File: config.mk
export PLATFORM = sky130hd
export DESIGN_NAME = imem_dmem_arbiter
export DESIGN_NICKNAME = d
export VERILOG_FILES = /design/src/rtl/imem_dmem_arbiter.sv
export SDC_FILE = /design/constraint.sdc
export NUM_CORES = 1
export LEC_CHECK = 0
export CORE_AREA = 2 2 155 157
export DETAILED_ROUTE_END_ITERATION = 16
export DIE_AREA = 0 0 157 159
export MAX_ROUTING_LAYER = met4
export PLACE_DENSITY = 0.5
export SETUP_SLACK_MARGIN = 0.02
export SLEW_MARGIN = 20
export SYNTH_ARGS = -nofsm -noshare
export SYNTH_HDL_FRONTEND = slang
export SYNTH_SLANG_ARGS = --single-unit
File: constraint.sdc
create_clock -name clk -period 2 [get_ports clk]
set_clock_uncertainty 0.1 [all_clocks]
set_input_delay 0.3 -clock clk [delete_from_list [all_inputs] [get_ports clk]]
set_output_delay 0.3 -clock clk [all_outputs]
set_load 0.005 [all_outputs]
File: src/rtl/imem_dmem_arbiter.sv
// Shares one single-port synchronous SRAM between instruction fetch and load/store.
// Optional build macro ARB_PERF_CNT_EN adds saturating conflict and fetch-stall counters.
module imem_dmem_arbiter #(
    parameter int ADDR_W     = 16,
    parameter int DATA_W     = 64,
    parameter int STARVE_MAX = 4
) (
    input  logic                clk,
    input  logic                rst,
    input  logic                if_req,
    input  logic [ADDR_W-1:0]   if_addr,
    output logic                if_gnt,
    output logic                if_rvalid,
    output logic [DATA_W-1:0]   if_rdata,
    input  logic                d_req,
    input  logic                d_we,
    input  logic [DATA_W/8-1:0] d_strb,
    input  logic [ADDR_W-1:0]   d_addr,
    input  logic [DATA_W-1:0]   d_wdata,
    output logic                d_gnt,
    output logic                d_rvalid,
    output logic [DATA_W-1:0]   d_rdata,
    output logic                mem_en,
    output logic [DATA_W/8-1:0] mem_we,
    output logic [ADDR_W-1:0]   mem_addr,
    output logic [DATA_W-1:0]   mem_wdata,
    input  logic [DATA_W-1:0]   mem_rdata
`ifdef ARB_PERF_CNT_EN
    ,
    output logic [31:0]         conflict_cnt,
    output logic [31:0]         fetch_stall_cnt
`endif
);

    localparam int CNT_W = $clog2(STARVE_MAX + 1);
    localparam logic [CNT_W-1:0] STARVE_LIM = CNT_W'(STARVE_MAX);

    typedef enum logic [1:0] {
        TAG_NONE,
        TAG_IF,
        TAG_D
    } tag_t;

    tag_t             tag_q, tag_d;
    logic [CNT_W-1:0] starve_q, starve_d;
    logic             force_if;

    // NOTE: every output and next-state value gets a default first, so no path
    // through this block leaves a variable unassigned and no latch is inferred.
    always_comb begin
        if_gnt    = 1'b0;
        d_gnt     = 1'b0;
        mem_en    = 1'b0;
        mem_we    = '0;
        mem_addr  = '0;
        mem_wdata = '0;
        if_rvalid = 1'b0;
        d_rvalid  = 1'b0;
        if_rdata  = '0;
        d_rdata   = '0;
        tag_d     = TAG_NONE;
        starve_d  = '0;
        force_if  = if_req && (starve_q == STARVE_LIM);

        if (!rst) begin
            // Data wins unless fetch has been denied STARVE_MAX cycles in a row.
            if (d_req && !force_if) begin
                d_gnt    = 1'b1;
                mem_en   = 1'b1;
                mem_addr = d_addr;
                if (d_we) begin
                    mem_we    = d_strb;
                    mem_wdata = d_wdata;
                end else begin
                    tag_d = TAG_D;
                end
            end else if (if_req) begin
                if_gnt   = 1'b1;
                mem_en   = 1'b1;
                mem_addr = if_addr;
                tag_d    = TAG_IF;
            end

            if (if_req && !if_gnt)
                starve_d = (starve_q == STARVE_LIM) ? starve_q : starve_q + 1'b1;

            // Response for last cycle's read, steered by the registered owner tag.
            if_rvalid = (tag_q == TAG_IF);
            d_rvalid  = (tag_q == TAG_D);
            if_rdata  = if_rvalid ? mem_rdata : '0;
            d_rdata   = d_rvalid  ? mem_rdata : '0;
        end
    end

    // NOTE: sequential state is updated with non-blocking assignments so every
    // register samples pre-edge values regardless of statement order.
    always_ff @(posedge clk) begin
        if (rst) begin
            tag_q    <= TAG_NONE;
            starve_q <= '0;
        end else begin
            tag_q    <= tag_d;
            starve_q <= starve_d;
        end
    end

`ifdef ARB_PERF_CNT_EN
    always_ff @(posedge clk) begin
        if (rst) begin
            conflict_cnt    <= '0;
            fetch_stall_cnt <= '0;
        end else begin
            if (if_req && d_req && (conflict_cnt != '1))
                conflict_cnt <= conflict_cnt + 32'd1;
            if (if_req && !if_gnt && (fetch_stall_cnt != '1))
                fetch_stall_cnt <= fetch_stall_cnt + 32'd1;
        end
    end
`endif

endmodule

==> flow_summary.toml, run 1 <==
[outcome]
status = "finished with violations"
violations = "negative setup slack"

[yosys]
synthAdderAreaFrac = 0.0139
synth_cell_types = 20
ys_seq_elements = 5
yosys_warnings = 0
synthXorXnorAreaFrac = 0
synth-simple-area-share = 0.741
synth_top_family_by_area = "simple AND/OR/NAND/NOR gates"
syn_inst = 269
syn_area_um2 = 1810
seq_area_frac_synth = 0.0554
synth-edff-count = 0
synth_compound_area_frac = 0.0852
synth_nets = 444
syn_avg_cell_area_um2 = 6.71
async_flop_share = 0
ys.flop_type = "dfxtp_1"
muxShareOfSynthArea = 0.00554

[clocking]
hold_buffers = 0
cts.root.buffer_cell = "clkbuf_16"
numCtsBuffers = 3
cts_tree = "done"
cts_sinks = 5
cts_buffer_depth = 2
clk_pin_slew_ns = 0.03
cts_max_level = 1
clk_latency_ns = 0.23

[global_route]
grt_overflow_total = 0
antenna_found_initial = 0
grt_first_pass_wirelength_um = 23100
grt_pass1_vias = 3666
grt_use_total = 0.125
grt_max_degree = 33

[sta]
period_share = 1.06
slew-limit-headroom = 0.843
worst_pin_slew_ns = 0.236
hold_viol_final = 0
worst_slack_ns = -0.112
fin_crit_ns = 2.11
rsz0062_at_grt = "yes"
fin_hold_ws_ns = 0.308
fmax_mhz = 474
slew_viol_final = 0
setup_viol = 94

[pwr]
vdd_drop_max_v = 0.000172
p_leak_nw = 4.08
power_mw = 1.38
power.density_nw_per_um2 = 185

[route]
drc = 0
first_pass_iters = 4
viasPerCell = 3.40
routed_wl_um = 16900
first_iter_violations = 103
drtAntennaViolNets = 0
wire_per_inst_um = 16.0
via_count = 3602

[place]
port_buffers = 393
dp_hpwl_um = 11300
dp_cells = 981
gp_congestion = 0.777

[worst_hold_path]
hp-class = "in -> reg"
hold_depth = 2
min_to = "tag_q[1]"
hold_path_startpoint = "d_we"

[worst_setup_path]
start_kind = "register"
cp-end-kind = "output port"
reg2reg_slack_ns = 0.62
r2r-end = "starve_q[0]"
path_max_fanout = 4
critPathRequiredTime_ns = 1.60
worstReg2RegStart = "starve_q[0]"
crit_arrival_ns = 1.71
reg2reg_depth = 7
path_class = "reg -> out"

[floorplan]
die_area_um2 = 25000
num_rows = 56
pin_count = 394
die_h_um = 159
core_area_um2 = 23200
initial_core_util = 0.0778
fp.dieW_um = 157

[flow_run]
cap_violations = 0

[finish]
n_fill_cell = 2420
fin_nets = 916
layout_commonest_cell = "clkdlybuf4s50_1"
drive_gt1_frac = 0.534
area_growth_syn_to_layout_pct = 315
stdcell_count = 1060
mostFrequentLayoutCells = "169 x clkdlybuf4s50_1, 127 x buf_6, 108 x and2_1"
==> synthesized netlist by cell type (3+ instances only) <==
cell type / count / area (um2)
a22o_1: 16 / 140
and2_1: 201 / 1260
and3_1: 3 / 18.8
buf_6: 7 / 78.8
clkbuf_2: 12 / 60.1
dfxtp_1: 5 / 100
nor2_1: 4 / 15.0
==> where the power goes <==
part,leakage [nW],internal [mW],switching (mW),total [mW]
registers,0.0424,0.104,0.00199,0.106
logic,4.00,0.670,0.275,0.945
clock network,0.0382,0.264,0.0682,0.333
total,4.08,1.04,0.346,1.38
==> worst max-delay path, stage by stage (launching register included) <==
cell and delay, ns:
dfxtp_2 0.31, inv_2 0.07, ha_4 0.14, nand3_2 0.07
and3_4 0.19, buf_6 0.13, buf_12 0.12, buf_12 0.12
buf_6 0.10, and2_4 0.13, buf_6 0.11
==> flip-flops by register name, indices dropped and copies added, names as in the netlist <==
name	flops
tag_q	2
starve_q	3
==> cell families after synthesis <==
family                     count (synthesis)
and+or+nand+nor                          216
AOI/OAI and AO/OA                         18
buffers and inverters                     27
muxes                                      1
adders and majority gates                  2
DFF                                        5
==> what timing repair did <==
item                                    4_1_cts  5_1_grt
gates resized for setup                     643      358
endpoints found under the setup margin      221      195
gates cloned                                 16        4
buffers inserted                             44       19
pin swaps                                    76       26
==> metrics by stage <==
step | util | cell area, um2 | setup WS, ns | TNS, ns
2_1_floorplan | - | 1810 | 0.378 | 0
3_3_place_gp | 0.268 | 6220 | -0.674 | -123.89
3_5_place_dp | 0.268 | 6220 | -0.652 | -123.42
4_1_cts | 0.309 | 7160 | -0.227 | -14.20
5_1_grt | 0.323 | 7480 | -0.176 | -9.28
6_report | 0.323 | 7490 | -0.112 | -2.71
==> final cells by class <==
type | count | area, um2 | share of cell area
antenna | 1 | 2.50 | 0.000334
sequential | 5 | 105 | 0.0140
timing repair buffer | 492 | 5060 | 0.676
clock buffer | 4 | 78.8 | 0.0105
tap | 319 | 399 | 0.0533
multi-input combinational | 237 | 1840 | 0.245
inverter | 2 | 7.51 | 0.00100
==> per-layer routing <==
| layer | GRT usage | wire length, um |
|---|---|---|
| met1 | 0.133 | 6390 |
| met2 | 0.246 | 9270 |
| met3 | 0.0169 | 1150 |
| met4 | 0.0183 | 136 |
| met5 | - | 0 |
==> worst max path at each step <==
stage               endpoint  slack, ns   startpoint
3_3_place_gp     d_rdata[18]      -0.67          rst
6_report       mem_wdata[51]      -0.11  starve_q[0]
5_1_grt        mem_wdata[51]      -0.18  starve_q[0]
2_1_floorplan   mem_addr[10]       0.38  starve_q[0]
4_1_cts         if_rdata[28]      -0.23     tag_q[0]
3_5_place_dp     d_rdata[18]      -0.65          rst
No activity file was read; power rests on OpenSTA's default activity.
==> run 2: changes to the inputs <==
- MAX_ROUTING_LAYER: met4 -> unset
==> run 2 against run 1 <==
  * The run still ends with negative setup slack left
  * Clock power hardly changed
  * Maximum frequency barely moved
  * Critical path depth unchanged
  * Cell count is the same
  * Sequential power about the same
  * Non-clock buffer count did not move
  * Die area is the same
  * Combinational power about the same
  * Sequential share of layout area unchanged
  * Register-to-register slack is essentially flat
==> flow_summary.toml, run 2 (same netlist as run 1, synthesis figures left out) <==
[clocking]
numCtsBuffers = 3
cts_max_level = 1
clk_latency_ns = 0.23
cts_tree = "done"
cts.root.buffer_cell = "clkbuf_16"
cts_buffer_depth = 2
clk_pin_slew_ns = 0.03
hold_buffers = 0
cts_sinks = 5

[finish]
reg_top3 = "starve_q x3, tag_q x2"
fin_nets = 916
drive_gt1_frac = 0.534
n_fill_cell = 2420
area_growth_syn_to_layout_pct = 315
layout_commonest_cell = "clkdlybuf4s50_1"
largest_register_ffs = 3
regMostFlops = "starve_q"
mostFrequentLayoutCells = "169 x clkdlybuf4s50_1, 127 x buf_6, 108 x and2_1"

[route]
first_iter_violations = 121
drtAntennaViolNets = 0
routed_wl_um = 16900
via_count = 3592
wire_per_inst_um = 16.0
first_pass_iters = 4
viasPerCell = 3.39
drc = 0

[pwr]
vdd_drop_max_v = 0.000172
power.density_nw_per_um2 = 185
p_leak_nw = 4.08

[sta]
fin_setup_tns_ns = -2.70
rsz0062_at_grt = "yes"
period_share = 1.06
slew-limit-headroom = 0.843
worst_pin_slew_ns = 0.236
fmax_mhz = 474
fin_crit_ns = 2.11
worst_slack_ns = -0.112
slew_viol_final = 0
setup_viol = 92
hold_viol_final = 0

[worst_setup_path]
cpMostUsedCell = "buf_6"
path_max_fanout = 4
start_kind = "register"
cpPeakStageDelay_ns = 0.31
reg2reg_depth = 7
crit_family = "buffers and inverters"
worstReg2RegStart = "starve_q[0]"
crit_arrival_ns = 1.71
cp_cell_sequence = "inv_2 -> ha_4 -> nand3_2 -> and3_4 -> buf_6 -> buf_12 -> buf_12 -> buf_6 -> and2_4 -> buf_6"
cp-end-kind = "output port"
cp_slowest_cell = "dfxtp_2"
r2r-end = "starve_q[0]"
cp_num_buf_inv = 6
path_class = "reg -> out"
reg2reg_slack_ns = 0.62
critPathRequiredTime_ns = 1.60

[global_route]
grt_max_degree = 33
grt_overflow_total = 0
grt_first_pass_wirelength_um = 23100
grt_pass1_vias = 3666
antenna_found_initial = 0
grt_use_total = 0.122

[floorplan]
die_area_um2 = 25000
core_area_um2 = 23200
pin_count = 394
die_h_um = 159
fp.dieW_um = 157
num_rows = 56
initial_core_util = 0.0778

[outcome]
status = "finished with violations"
violations = "negative setup slack"

[place]
port_buffers = 393
gp_congestion = 0.767
preCtsSetupSlack_ns = -0.652
dp_hpwl_um = 11300

[flow_run]
cap_violations = 0

[worst_hold_path]
hold_path_startpoint = "d_we"
hold_depth = 2
min_to = "tag_q[1]"
hp-class = "in -> reg"
==> run 2: cell counts in the layout (fill, tap and decap cells not counted) <==
Identical to the previous run, type by type.
==> run 2: worst max-delay path by stage <==
stage,from,endpoint,slack [ns],cells past startpoint
final,starve_q[0],mem_wdata[51],-0.11,10
after global routing,starve_q[0],mem_wdata[51],-0.18,10
after detailed placement,rst,d_rdata[18],-0.65,7
after global placement,rst,d_rdata[18],-0.67,7
after floorplan,starve_q[0],mem_addr[10],0.38,6
after CTS,tag_q[0],if_rdata[28],-0.23,5
==> run 2: layout make-up <==
class / instances / area [um2] / area share
Antenna cell: 1 / 2.50 / 0.000334
Clock buffer: 4 / 78.8 / 0.0105
Inverter: 2 / 7.51 / 0.00100
Multi-Input combinational cell: 237 / 1840 / 0.245
Sequential cell: 5 / 105 / 0.0140
Tap cell: 319 / 399 / 0.0533
Timing Repair Buffer: 492 / 5060 / 0.676
==> run 2: routing by layer <==
metal / global-route usage / wire, um
met5: 0 / 0
met4: 0.0183 / 158
met3: 0.0231 / 1260
met2: 0.246 / 9230
met1: 0.129 / 6290
==> run 2: metrics by stage <==
| stage | util | hold slack [ns] | instances | instance area, um2 | power [mW] |
|---|---|---|---|---|---|
| after floorplan | - | 0.272 | 269 | 1810 | 0.250 |
| after global placement | 0.268 | 0.425 | 981 | 6220 | 0.854 |
| after detailed placement | 0.268 | 0.418 | 981 | 6220 | 0.850 |
| after CTS | 0.309 | 0.305 | 1045 | 7160 | 1.34 |
| after global routing | 0.323 | 0.327 | 1059 | 7480 | 1.46 |
| final | 0.323 | 0.308 | 1060 | 7490 | 1.38 |
==> run 2: what timing repair did <==
action,4_1_cts,5_1_grt
resized for setup,643,358
buffers inserted,44,19
pin swaps,76,26
endpoints found under the hold margin,0,0
endpoints found under the setup margin,221,195
gates cloned,16,4
==> run 2: where the power goes <==
| part | total (mW) | internal, mW | switching (mW) |
|---|---|---|---|
| Sequential | 0.106 | 0.104 | 0.00198 |
| Clock | 0.333 | 0.264 | 0.0683 |
| Combinational | 0.945 | 0.670 | 0.275 |
